--- config.mk ---
export PLATFORM = sky130hd
export DESIGN_NAME = uart_rx_core
export DESIGN_NICKNAME = d
export VERILOG_FILES = /design/src/rtl/uart_rx_core.sv
export SDC_FILE = /design/constraint.sdc
export NUM_CORES = 1
export LEC_CHECK = 0
export BUFFER_PORTS_ARGS = -buffer_cell sky130_fd_sc_hd__clkbuf_2
export CAP_MARGIN = 20
export CORE_ASPECT_RATIO = 1.25
export CORE_MARGIN = 1.5
export CORE_UTILIZATION = 53
export CTS_CLUSTER_DIAMETER = 50
export DETAILED_ROUTE_END_ITERATION = 8
export PLACE_DENSITY = 0.78
export SETUP_SLACK_MARGIN = 0.3
export SLEW_MARGIN = 40
export SYNTH_ARGS = -nofsm -noshare
export SYNTH_HDL_FRONTEND = slang
export SYNTH_SLANG_ARGS = --single-unit
--- constraint.sdc ---
create_clock -name clock -period 2.4 [get_ports clock]
set_clock_uncertainty 0.05 [all_clocks]
set_input_delay 0.24 -clock clock [delete_from_list [all_inputs] [get_ports clock]]
set_output_delay 0.24 -clock clock [all_outputs]
set_load 0.02 [all_outputs]
--- src/rtl/uart_rx_core.sv ---
// UART receive engine: 16x oversampled start/data/stop framing with 3-sample majority vote.
// Delivers each byte with a one-cycle valid or frame-error strobe.
module uart_rx_core #(
  parameter int OVERSAMPLE = 16
) (
  input  logic        clock,
  input  logic        reset,
  input  logic        rx_en,
  input  logic        nstop,
  input  logic [15:0] baud_div,
  input  logic        rxd,
  output logic [7:0]  rx_data,
  output logic        rx_data_valid,
  output logic        frame_error,
  output logic        rx_busy
);

  // state   | meaning
  // S_IDLE  | line idle, waiting for a low sample on a tick
  // S_START | inside start bit, glitch check at mid-bit
  // S_DATA  | shifting in 8 data bits, LSB first
  // S_STOP1 | first stop bit; finishes here for one stop bit
  // S_STOP2 | second stop bit, always finishes at mid-bit
  typedef enum logic [2:0] {
    S_IDLE,
    S_START,
    S_DATA,
    S_STOP1,
    S_STOP2
  } state_t;

  localparam logic [3:0] SCNT_LAST = 4'(OVERSAMPLE - 1);
  localparam logic [3:0] SAMP_A    = 4'(OVERSAMPLE / 2 - 1);
  localparam logic [3:0] SAMP_B    = 4'(OVERSAMPLE / 2);
  localparam logic [3:0] SAMP_C    = 4'(OVERSAMPLE / 2 + 1);

  state_t      state, state_n;
  logic        rxd_m, rxd_s;
  logic [15:0] tick_cnt;
  logic        tick;
  logic [3:0]  scnt, scnt_n;
  logic [2:0]  bcnt, bcnt_n;
  logic [7:0]  shreg, shreg_n;
  logic        samp_a, samp_a_n;
  logic        samp_b, samp_b_n;
  logic        err, err_n;
  logic        maj;
  logic        finish;

  always_ff @(posedge clock or posedge reset) begin
    if (reset) begin
      rxd_m <= 1'b1;
      rxd_s <= 1'b1;
    end else begin
      rxd_m <= rxd;
      rxd_s <= rxd_m;
    end
  end

  // >= rather than == so lowering baud_div mid-count cannot strand the counter above it
  assign tick = rx_en && (tick_cnt >= baud_div);

  always_ff @(posedge clock or posedge reset) begin
    if (reset) begin
      tick_cnt <= 16'd0;
    end else if (!rx_en || tick) begin
      tick_cnt <= 16'd0;
    end else begin
      tick_cnt <= tick_cnt + 16'd1;
    end
  end

  // third sample is the live one on the scnt = SAMP_C tick
  assign maj = (samp_a & samp_b) | (samp_a & rxd_s) | (samp_b & rxd_s);

  always_ff @(posedge clock or posedge reset) begin
    if (reset) begin
      state <= S_IDLE;
    end else begin
      state <= state_n;
    end
  end

  always_comb begin
    state_n  = state;
    scnt_n   = scnt;
    bcnt_n   = bcnt;
    shreg_n  = shreg;
    samp_a_n = samp_a;
    samp_b_n = samp_b;
    err_n    = err;
    finish   = 1'b0;
    if (!rx_en) begin
      state_n = S_IDLE;
      scnt_n  = 4'd0;
    end else if (tick) begin
      scnt_n = scnt + 4'd1;
      if (scnt == SAMP_A) samp_a_n = rxd_s;
      if (scnt == SAMP_B) samp_b_n = rxd_s;
      unique case (state)
        S_IDLE: begin
          scnt_n = 4'd0;
          if (!rxd_s) begin
            state_n = S_START;
            err_n   = 1'b0;
          end
        end
        S_START: begin
          if (scnt == SAMP_C && maj) begin
            state_n = S_IDLE;
            scnt_n  = 4'd0;
          end else if (scnt == SCNT_LAST) begin
            state_n = S_DATA;
            bcnt_n  = 3'd0;
          end
        end
        S_DATA: begin
          if (scnt == SAMP_C) shreg_n = {maj, shreg[7:1]};
          if (scnt == SCNT_LAST) begin
            if (bcnt == 3'd7) state_n = S_STOP1;
            else bcnt_n = bcnt + 3'd1;
          end
        end
        S_STOP1: begin
          if (scnt == SAMP_C) begin
            err_n = err | ~maj;
            if (!nstop) finish = 1'b1;
          end else if (scnt == SCNT_LAST) begin
            state_n = S_STOP2;
          end
        end
        S_STOP2: begin
          if (scnt == SAMP_C) begin
            err_n  = err | ~maj;
            finish = 1'b1;
          end
        end
        default: begin
          state_n = S_IDLE;
          scnt_n  = 4'd0;
        end
      endcase
      // leaving at mid stop bit lets an early next start edge be caught
      if (finish) begin
        state_n = S_IDLE;
        scnt_n  = 4'd0;
      end
    end
  end

  always_ff @(posedge clock or posedge reset) begin
    if (reset) begin
      scnt          <= 4'd0;
      bcnt          <= 3'd0;
      shreg         <= 8'h00;
      samp_a        <= 1'b1;
      samp_b        <= 1'b1;
      err           <= 1'b0;
      rx_data       <= 8'h00;
      rx_data_valid <= 1'b0;
      frame_error   <= 1'b0;
    end else begin
      scnt          <= scnt_n;
      bcnt          <= bcnt_n;
      shreg         <= shreg_n;
      samp_a        <= samp_a_n;
      samp_b        <= samp_b_n;
      err           <= err_n;
      rx_data_valid <= finish & ~err_n;
      frame_error   <= finish & err_n;
      if (finish) rx_data <= shreg_n;
    end
  end

  assign rx_busy = (state != S_IDLE);

endmodule

==> flow_summary.ini, run 1 <==
[status]
status = completed

[global_route]
track_usage_pct = 21.35
antenna_found_initial = 0
grt_max_degree = 25
grt.overflow.total = 0
grt_pass1_vias = 2281
grt_pass1_wl_mm = 10.22

[route]
drc = 0
wl_per_cell_um = 16.60
first_iter_violations = 70
drt-pass1-iter-count = 4
ant_nets = 0
wl_mm = 7.089
vias = 2441
vias_per_cell = 5.717

[sta]
relSlewSlack_pct = 66.97
rsz0062_at_grt = true
drv_slew = 0
fin_tns_setup_ps = 0
finalSetupViolations = 0
post-route-period-util_pct = 93.04
period_minus_slack_ps = 2233
worstMarginPinSlew_ps = 491.2
postLayoutSetupSlackWorst_ps = 167.1
hold_viol = 0
fmax_ghz = 0.4478

[power]
p_sw_share_pct = 25.92
power_frac_seq_pct = 56.3
p_switching_mw = 0.3891
power.leakage_nw = 1.783
clkPwrFrac_pct = 31.0
p_comb_share_pct = 12.7
power_density_nw_per_um2 = 396.6
p_total_mw = 1.501
p_int_mw = 1.112
vdd_drop_max_mv = 0.3129

[worst_setup_path]
worst_ep_required_time_ps = 2580
critPathMaxFanout = 4
end_kind = flop
cp.arrival_ps = 2410
critical_path_class = reg -> reg
startpoint_type = flop

[clocking]
cts_tree = done
clk_latency_ps = 300
clock_path_buffers = 2
clk_pin_slew_ps = 90
cts.sinks = 49
h-tree-depth = 2
cts_root_buffer = clkbuf_8
cts_made_buffers = 5

[logic_synthesis]
synth_edf_count = 0
async_flop_share_pct = 100.0
synth_top_cell_by_area = dfrtp_1
synth.avg_cell_area_um2 = 9.741
synth.area.top_cells = dfrtp_1 (39%), ha_1 (9.5%), nor2_1 (4.7%), dfstp_2 (3.6%), mux2_1 (3.5%)
synthFlopType = dfrtp_1
synth_nets = 341
synthCells = 298
ys_types = 51
synthDominantCellAreaShare_pct = 38.79
netlist_area_um2 = 2903
synth-seq-cells = 49
synth-seq-area-share_pct = 42.41
yosys_warnings = 0

[floorplanning]
die_area_um2 = 5933
die_y_um = 85.74
initial_utilization_pct = 55.94
coreArea_um2 = 5189
pin_count = 32
rows = 29
die_width_um = 69.20

[run]
drv_cap = 0

[layout]
n_fill_cell = 357
drive_gt1_share_pct = 37.53
utilization_pct = 72.97
multi_input_area_um2 = 1832
antenna_cells = 0
nets = 407
areaGrowthSynthToFinish_pct = 30.43
seqCellArea_um2 = 1232

[place]
pre_cts_ws_ps = 127.7
dpl.hpwl_mm = 4.417
portBuffers = 31
gp_congestion = 0.9055

[worst_hold_path]
hp-class = reg -> reg
==> state kept, by name, summed over array words and instances, names as in the netlist, 3 cells and up <==
signal    cells
scnt          4
bcnt          3
rx_data       8
shreg         8
state         3
tick_cnt     16
==> Yosys cell counts, drive strengths merged, types with 2 or more instances <==
library cell	count
buf	6
inv	24
o22ai	4
or3	2
nand2	26
mux2	12
nand3b	2
and3	6
mux2i	10
or3b	2
a21boi	3
and2	2
xor2	9
clkbuf	4
dfrtp	45
o21ai	7
a21oi	19
nor3	6
nand3	14
xnor2	5
nand4	7
ha	22
o211ai	4
o31ai	2
dfstp	4
nor2	36
==> power by group through the flow <==
stage,registers (mW),clock network [mW],logic (mW)
after floorplan,0.858,0,0.102
after global placement,0.862,0,0.150
after detailed placement,0.863,0,0.155
after CTS,0.845,0.474,0.171
after global routing,0.847,0.502,0.208
final,0.846,0.465,0.191
==> stage by stage <==
| step | hold slack (ps) | std cells | cell area, µm² |
|---|---|---|---|
| 2_1_floorplan | 194.5 | 298 | 2958 |
| 3_3_place_gp | 210.7 | 396 | 3239 |
| 3_5_place_dp | 210.8 | 396 | 3239 |
| 4_1_cts | 309.5 | 417 | 3498 |
| 5_1_grt | 313.6 | 427 | 3786 |
| 6_report | 309.4 | 427 | 3786 |
==> worst paths after layout <==
kind | start | to | slack, ps | depth (start not counted)
min in group asynchronous | reset | rx_data[2] | 430 | 3
max | tick_cnt[15] | rx_data[7] | 170 | 10
max reg2reg | tick_cnt[15] | rx_data[7] | 170 | 10
max in group asynchronous | reset | samp_b | 1220 | 4
min | rxd_m | rxd_s | 310 | 0
min reg2reg | rxd_m | rxd_s | 310 | 0
==> logic make-up after synthesis <==
family | Yosys count | synth area share (%)
and+or+nand+nor | 109 | 19.14
DFF | 49 | 42.41
AOI/OAI and AO/OA | 47 | 11.21
buffers and inverters | 34 | 5.086
adders and majority gates | 23 | 9.827
muxes | 22 | 8.104
xor gates and xnor gates | 14 | 4.224
==> placed cells by master (no fill, tap or decap), types with 4 or more instances in the layout <==
master and n:
xnor2_1 5, ha_4 9, o211ai_1 4, and3_1 4, nand2_2 4, dfstp_2 4, nand3_1 12, xor2_1 9
nor2_2 4, nor2_1 29, dfrtp_1 44, inv_1 23, mux2i_1 10, clkbuf_2 31, ha_1 13, nand4_1 5
a21oi_2 9, clkbuf_8 5, nand2_1 21, a21oi_1 10, buf_4 31, mux2_4 11, o22ai_1 4, o21ai_0 5
==> area by class of cell <==
class                           count  area share (%)
Tap cell                           62           2.049
Multi-Input combinational cell    215           48.38
Timing Repair Buffer               69           12.46
Sequential cell                    49           32.55
Clock buffer                        6           1.917
Clock inverter                      2          0.2644
Inverter                           24           2.379
==> layer usage <==
metal / track usage [%] / wire, µm
met1: 26.40 / 2839
met4: 9.091 / 291
met2: 38.02 / 3785
met5: 0 / 0
met3: 2.115 / 173
==> what timing repair did <==
action | CTS | global route
pin swaps | 10 | 14
setup buffers | 11 | 8
resized for setup | 13 | 45
endpoints found under the setup margin | 21 | 30
endpoints found under the hold margin | 23 | 0
gates cloned | 0 | 2
hold buffers | 2 | 0
==> critical path, stage by stage, from the launching register on <==
cell and delay [ps]:
dfrtp_1 430, ha_4 310, nand4_4 140, nor3_4 250, o311ai_4 200, buf_4 190, a31oi_4 180, buf_6 140
buf_6 120, nor2_1 40, a21oi_1 100
Power figures use the tool's default switching activity.
==> run 2: changes to the inputs <==
ABC_AREA = 1   (was unset)
CORE_ASPECT_RATIO = 1.5   (was 1.25)
GPL_TIMING_DRIVEN = 0   (was unset)
==> run 2 against run 1 <==
Compared with the run above:
- sequential share of layout area is 0.83 points higher
- final area is 2.3% lower
- area after synthesis increased by 7.0%
- critical endpoint is now rx_data[3]
- routed wire length shrank 7.9%
- synthesized cell count rose by 39%
- largest cell class unchanged
- first-iteration DRC count is 56% higher
==> flow_summary.ini, run 2 <==
[worst_setup_path]
rrSetupSlack_ps = 370
cp_slowest_stage_delay_ps = 460
worst_ep_required_time_ps = 2590
startpoint_type = flop
crit_chain = ha_1 -> nand4_1 -> nor3_2 -> nand2_4 -> nand2_4 -> nand2_4 -> buf_8 -> nor2_4 -> nand2_1 -> nand2_1
path_buf_inv = 1
critPathMaxFanout = 8
crit_family = simple AND/OR/NAND/NOR gates
critPathSlowestCell = dfrtp_1
end_kind = flop
reg2reg_to = rx_data[3]
critical_path_class = reg -> reg
critPathMostFrequentCell = nand2_4
worstRegToRegCells = 10
cp.arrival_ps = 2220
r2r-start = tick_cnt[8]

[worst_hold_path]
min_to = rxd_s
hold_start = rxd_m
hold_path_depth = 0
hp-class = reg -> reg

[clocking]
clock_path_buffers = 2
clk_pin_slew_ps = 90
cts_tree = done
cts.sinks = 49
clk_latency_ps = 300
cts_made_buffers = 5
cts_root_buffer = clkbuf_8
h-tree-depth = 2

[power]
power.leakage_nw = 1.964
p_comb_share_pct = 19.7
clkPwrFrac_pct = 31.8
vdd_drop_max_mv = 0.3991
power_density_nw_per_um2 = 482.2
p_switching_mw = 0.5166
p_int_mw = 1.267
p_sw_share_pct = 28.96
power_frac_seq_pct = 48.5

[floorplanning]
pin_count = 32
coreArea_um2 = 5743
initial_utilization_pct = 54.07
die_y_um = 96.75
die_width_um = 65.50
rows = 34
die_area_um2 = 6337

[route]
vias = 2755
wl_per_cell_um = 12.06
wl_mm = 6.527
first_iter_violations = 109
drt-pass1-iter-count = 4
ant_nets = 0
drc = 0
vias_per_cell = 5.092

[layout]
final_cell_mix = nand2_1 (130), inv_1 (57), dfrtp_1 (42), nand3_1 (31), clkbuf_2 (30)
nets = 512
areaGrowthSynthToFinish_pct = 19.14
drive_gt1_share_pct = 22.81
regMostFlops = tick_cnt
layout_commonest_cell = nand2_1
antenna_cells = 0
reg.largest.list = tick_cnt x16, rx_data x8, shreg x8
largest_reg_flops = 16

[sta]
hold_viol = 0
period_minus_slack_ps = 2025
post-route-period-util_pct = 84.39
fmax_ghz = 0.4938
relSlewSlack_pct = 78.32
worstMarginPinSlew_ps = 322.2
rsz0062_at_grt = true
fin_tns_setup_ps = 0
postLayoutSetupSlackWorst_ps = 374.7
drv_slew = 0
finalSetupViolations = 0

[global_route]
grt_busiest_layer = met2
grt_pass1_vias = 2595
grt_max_degree = 27
grt.overflow.total = 0
met3_usage_pct = 3.372
grtUsageMet1_pct = 23.42
track_usage_pct = 21.28
antenna_found_initial = 0
grt_pass1_wl_mm = 10.75
use_met2_pct = 39.80

[place]
portBuffers = 30
pre_cts_ws_ps = 265.3
gp_congestion = 0.8906
dpl.hpwl_mm = 4.700

[logic_synthesis]
netlist_area_um2 = 3105
synth_top_cell_by_area = dfrtp_1
synth-seq-cells = 49
synthDominantCellAreaShare_pct = 36.26
synth.avg_cell_area_um2 = 7.501
async_flop_share_pct = 100.0
yosys_warnings = 0
synthFlopType = dfrtp_1
synth-seq-area-share_pct = 39.65
yosysMostFrequentCell = nand2_1
ys_top_cells_by_count = nand2_1 (135), inv_1 (60), dfrtp_1 (45)
synth_edf_count = 0
synth_nets = 457
synthCells = 414
synth.area.top_cells = dfrtp_1 (36%), nand2_1 (16%), ha_1 (8.9%), inv_1 (7.3%), nand3_1 (5.0%)
ys_types = 31

[run]
drv_cap = 0

[status]
status = completed
run 2: power by group through the flow:
stage          clock, mW  combinational [mW]  sequential [mW]
2_1_floorplan          0               0.239            0.878
3_3_place_gp           0               0.309            0.882
3_5_place_dp           0               0.324            0.883
4_1_cts            0.584               0.330            0.868
5_1_grt            0.616               0.394            0.869
6_report           0.567               0.351            0.866
run 2: worst register-to-register path, cell delays in order, from the launching register on:
cell and delay (ps):
dfrtp_1 460, ha_1 310, nand4_1 130, nor3_2 220, nand2_4 90, nand2_4 120, nand2_4 90, buf_8 150
nor2_4 210, nand2_1 80, nand2_1 70
run 2: routing by layer:
layer  routed length [µm]  up-vias  part of all wire (%)
met4                   77        0                   1.2
met2                 3655       41                    56
met3                  155        6                   2.4
li1                     -     1432                     -
met5                    0        -                     0
met1                 2638     1276                    40
run 2: cell families after synthesis:
logic type               share of synthesized area [%]
flip-flops                                       39.65
buffers and inverters                            9.791
AND/OR/NAND/NOR                                  31.71
AO/OA/AOI/OAI                                    8.582
XOR/XNOR                                         1.410
adder cells (fa/ha/maj)                          8.864
run 2: stage by stage:
stage               power [mW]  utilization, %  std cells  cell area (µm²)  hold slack, ps
floorplan                1.117               -        414             3105           194.5
global placement         1.192           58.26        516             3346           280.3
detailed placement       1.207           58.65        517             3368           162.0
CTS                      1.781           60.89        526             3497           310.0
global route             1.879           64.42        541             3700           317.8
finish                   1.784           64.42        541             3700           309.2
run 2: worst max-delay path by stage:
| stage | cells after the start | from | to | slack (ps) |
|---|---|---|---|---|
| after floorplan | 12 | tick_cnt[7] | tick_cnt[12] | 640 |
| after global placement | 10 | tick_cnt[7] | tick_cnt[12] | 300 |
| after detailed placement | 10 | tick_cnt[7] | tick_cnt[4] | 270 |
| after CTS | 14 | tick_cnt[7] | rx_data[0] | 320 |
| after global routing | 13 | tick_cnt[0] | rx_data[3] | 220 |
| final | 10 | tick_cnt[8] | rx_data[3] | 370 |
run 2: cell type report:
type	instances	area (µm²)
Clock buffer	5	68.82
Fill cell	503	2043
Tap cell	72	90.09
Sequential cell	49	1235
Multi-Input combinational cell	293	1640
Timing Repair Buffer	48	320.3
Inverter	64	245.2
Clock inverter	2	35.03
Buffer	8	65.06
run 2: timing repair:
| action | in CTS | in global routing |
|---|---|---|
| endpoints found under the setup margin | 5 | 32 |
| cloned | 0 | 1 |
| hold buffers | 2 | 0 |
| buffers inserted | 0 | 14 |
| gates resized for setup | 1 | 19 |
| pin swaps | 0 | 12 |
| endpoints found under the hold margin | 23 | 0 |
==> run 3: changes to the inputs <==
PLACE_DENSITY = 0.75   (was 0.78)
clock period = 1.91 ns   (was 2.4 ns; I/O delays follow)
==> run 3 against run 2 <==
Compared with the run above:
- the run now ends with negative setup slack left
- sequential power up 26%
- fmax increased by 3.0%
- count of clock-buffer cells in the layout rose by 2
- first-iteration DRC count fell by 1.8%
- routed wire length rose by 5.2%
- register-to-register slack worse by 430 ps
- hold slack worse by 0.59 ps
- critical path depth up 1
- global-route usage increased by 1.7 points
- clock power is 35% higher
- final cell count up 1.1%
- critical path type unchanged
- critical endpoint is now tick_cnt[14]
- largest cell class unchanged
- largest power group unchanged
==> flow_summary.ini, run 3 (synthesis results as in run 2) <==
[worst_setup_path]
worst_ep_required_time_ps = 2090
critPathSlowestCell = dfrtp_1
critPathMaxFanout = 5
rrSetupSlack_ps = -60
crit_chain = ha_4 -> a21oi_1 -> nand2_1 -> nor2_1 -> nand2_1 -> nand2_2 -> nand2_4 -> buf_4 -> nor2_4 -> o21ai_0 -> a21oi_1
reg2reg_to = tick_cnt[14]
r2r-start = tick_cnt[7]
end_kind = flop
worstRegToRegCells = 11
cp.arrival_ps = 2140
cp-startpoint = tick_cnt[7]
cp_slowest_stage_delay_ps = 430
startpoint_type = flop
critical_path_class = reg -> reg

[route]
first_iter_violations = 107
vias = 2826
drt-pass1-iter-count = 5
wl_mm = 6.868
ant_nets = 0
vias_per_cell = 5.166
drc = 0
wl_per_cell_um = 12.56

[global_route]
grt_pass1_vias = 2809
grt.overflow.total = 0
grt_pass1_wl_mm = 11.61
track_usage_pct = 22.99
grt_max_degree = 27
antenna_found_initial = 0

[power]
power.leakage_nw = 2.001
vdd_drop_max_mv = 0.5092
power_density_nw_per_um2 = 600.6
p_total_mw = 2.315

[floorplanning]
die_area_um2 = 6337
pin_count = 32
initial_utilization_pct = 54.07
rows = 34
coreArea_um2 = 5743
die_y_um = 96.75
die_width_um = 65.50

[layout]
final_cell_mix = nand2_1 (123), inv_1 (57), dfrtp_1 (42), clkbuf_2 (30), nand3_1 (28)
largest_reg_flops = 16
antenna_cells = 0
nets = 517
layout_commonest_cell = nand2_1
regMostFlops = tick_cnt
drive_gt1_share_pct = 26.32
areaGrowthSynthToFinish_pct = 24.09
reg.largest.list = tick_cnt x16, rx_data x8, shreg x8

[sta]
hold_viol = 0
postLayoutSetupSlackWorst_ps = -55.94
finalSetupViolations = 14
hold_ws_ps = 308.6
fmax_ghz = 0.5087
drv_slew = 0
period_minus_slack_ps = 1966
fin_tns_setup_ps = -333.0
post-route-period-util_pct = 102.9
worstMarginPinSlew_ps = 333.0
relSlewSlack_pct = 77.56
rsz0062_at_grt = true

[run]
drv_cap = 0

[status]
violations = negative setup slack
status = finished, violations left

[worst_hold_path]
hold_path_depth = 0
hp-class = reg -> reg
min_to = rxd_s
hold_start = rxd_m

[clocking]
cts_tree = done
h-tree-depth = 2
clock_path_buffers = 2
clk_latency_ps = 310
cts.sinks = 49
clk_pin_slew_ps = 80
cts_root_buffer = clkbuf_8
cts_made_buffers = 5

[place]
pre_cts_ws_ps = -121.8
dpl.hpwl_mm = 4.831
gp_congestion = 0.8767
portBuffers = 30
==> run 3: cell count changes in the layout (fill, tap and decap cells not counted), sizes merged <==
| cell | before | now |
|---|---|---|
| clkbuf | 36 | 38 |
| clkinv | 1 | 0 |
| nor2 | 27 | 28 |
| buf | 23 | 27 |
==> run 3: cell type report <==
type | instances | area (µm²)
repair buffers | 52 | 350.3
multi-input cells | 294 | 1745
fillers | 486 | 1889
plain buffers | 8 | 71.32
clock buffers | 7 | 86.33
inverters | 64 | 245.2
well taps | 72 | 90.09
flip-flops and latches | 49 | 1235
clock inverters | 1 | 30.03
==> run 3: metrics by stage <==
stage	instance area [µm²]	instances	utilization [%]
after floorplan	3128	414	-
after global placement	3368	516	58.65
after detailed placement	3391	517	59.04
after CTS	3746	545	65.23
after global routing	3854	547	67.10
final	3854	547	67.10
==> run 3: routing by layer <==
metal  GRT usage (%)  up-vias  routed length, µm
met4           10.74        0                190
met3           3.372       16                173
met1           23.90     1313               2615
met5               0        -                  0
met2           43.33       59               3889
li1                -     1438                  -
==> run 3: worst max-delay path, delay by kind of cell, from the launching register on <==
family | cells | cell delay (ps)
flops | 1 | 430
compound gates | 3 | 390
fa+ha+maj | 1 | 260
buf+inv | 1 | 150
simple gates | 6 | 590
==> run 3: repair_timing <==
action	in CTS	in global routing
resized for setup	15	22
gates cloned	1	1
setup buffers	17	1
hold endpoints to repair	24	0
hold buffers	2	0
pin swaps	5	12
endpoints found under the setup margin	48	48
==> run 3: power by group <==
part | internal (mW) | total [mW] | switching, mW
sequential | 1.06 | 1.09 | 0.0298
combinational | 0.155 | 0.457 | 0.302
clock | 0.427 | 0.765 | 0.338
==> run 3: worst max path at each step <==
stage / end / slack [ps] / cells after the start
floorplan: rx_data[0] / 160 / 14
global placement: frame_error / -90 / 2
detailed placement: rx_data[2] / -120 / 14
CTS: rx_data[2] / -70 / 14
global route: rx_data[6] / -220 / 14
finish: tick_cnt[14] / -60 / 11
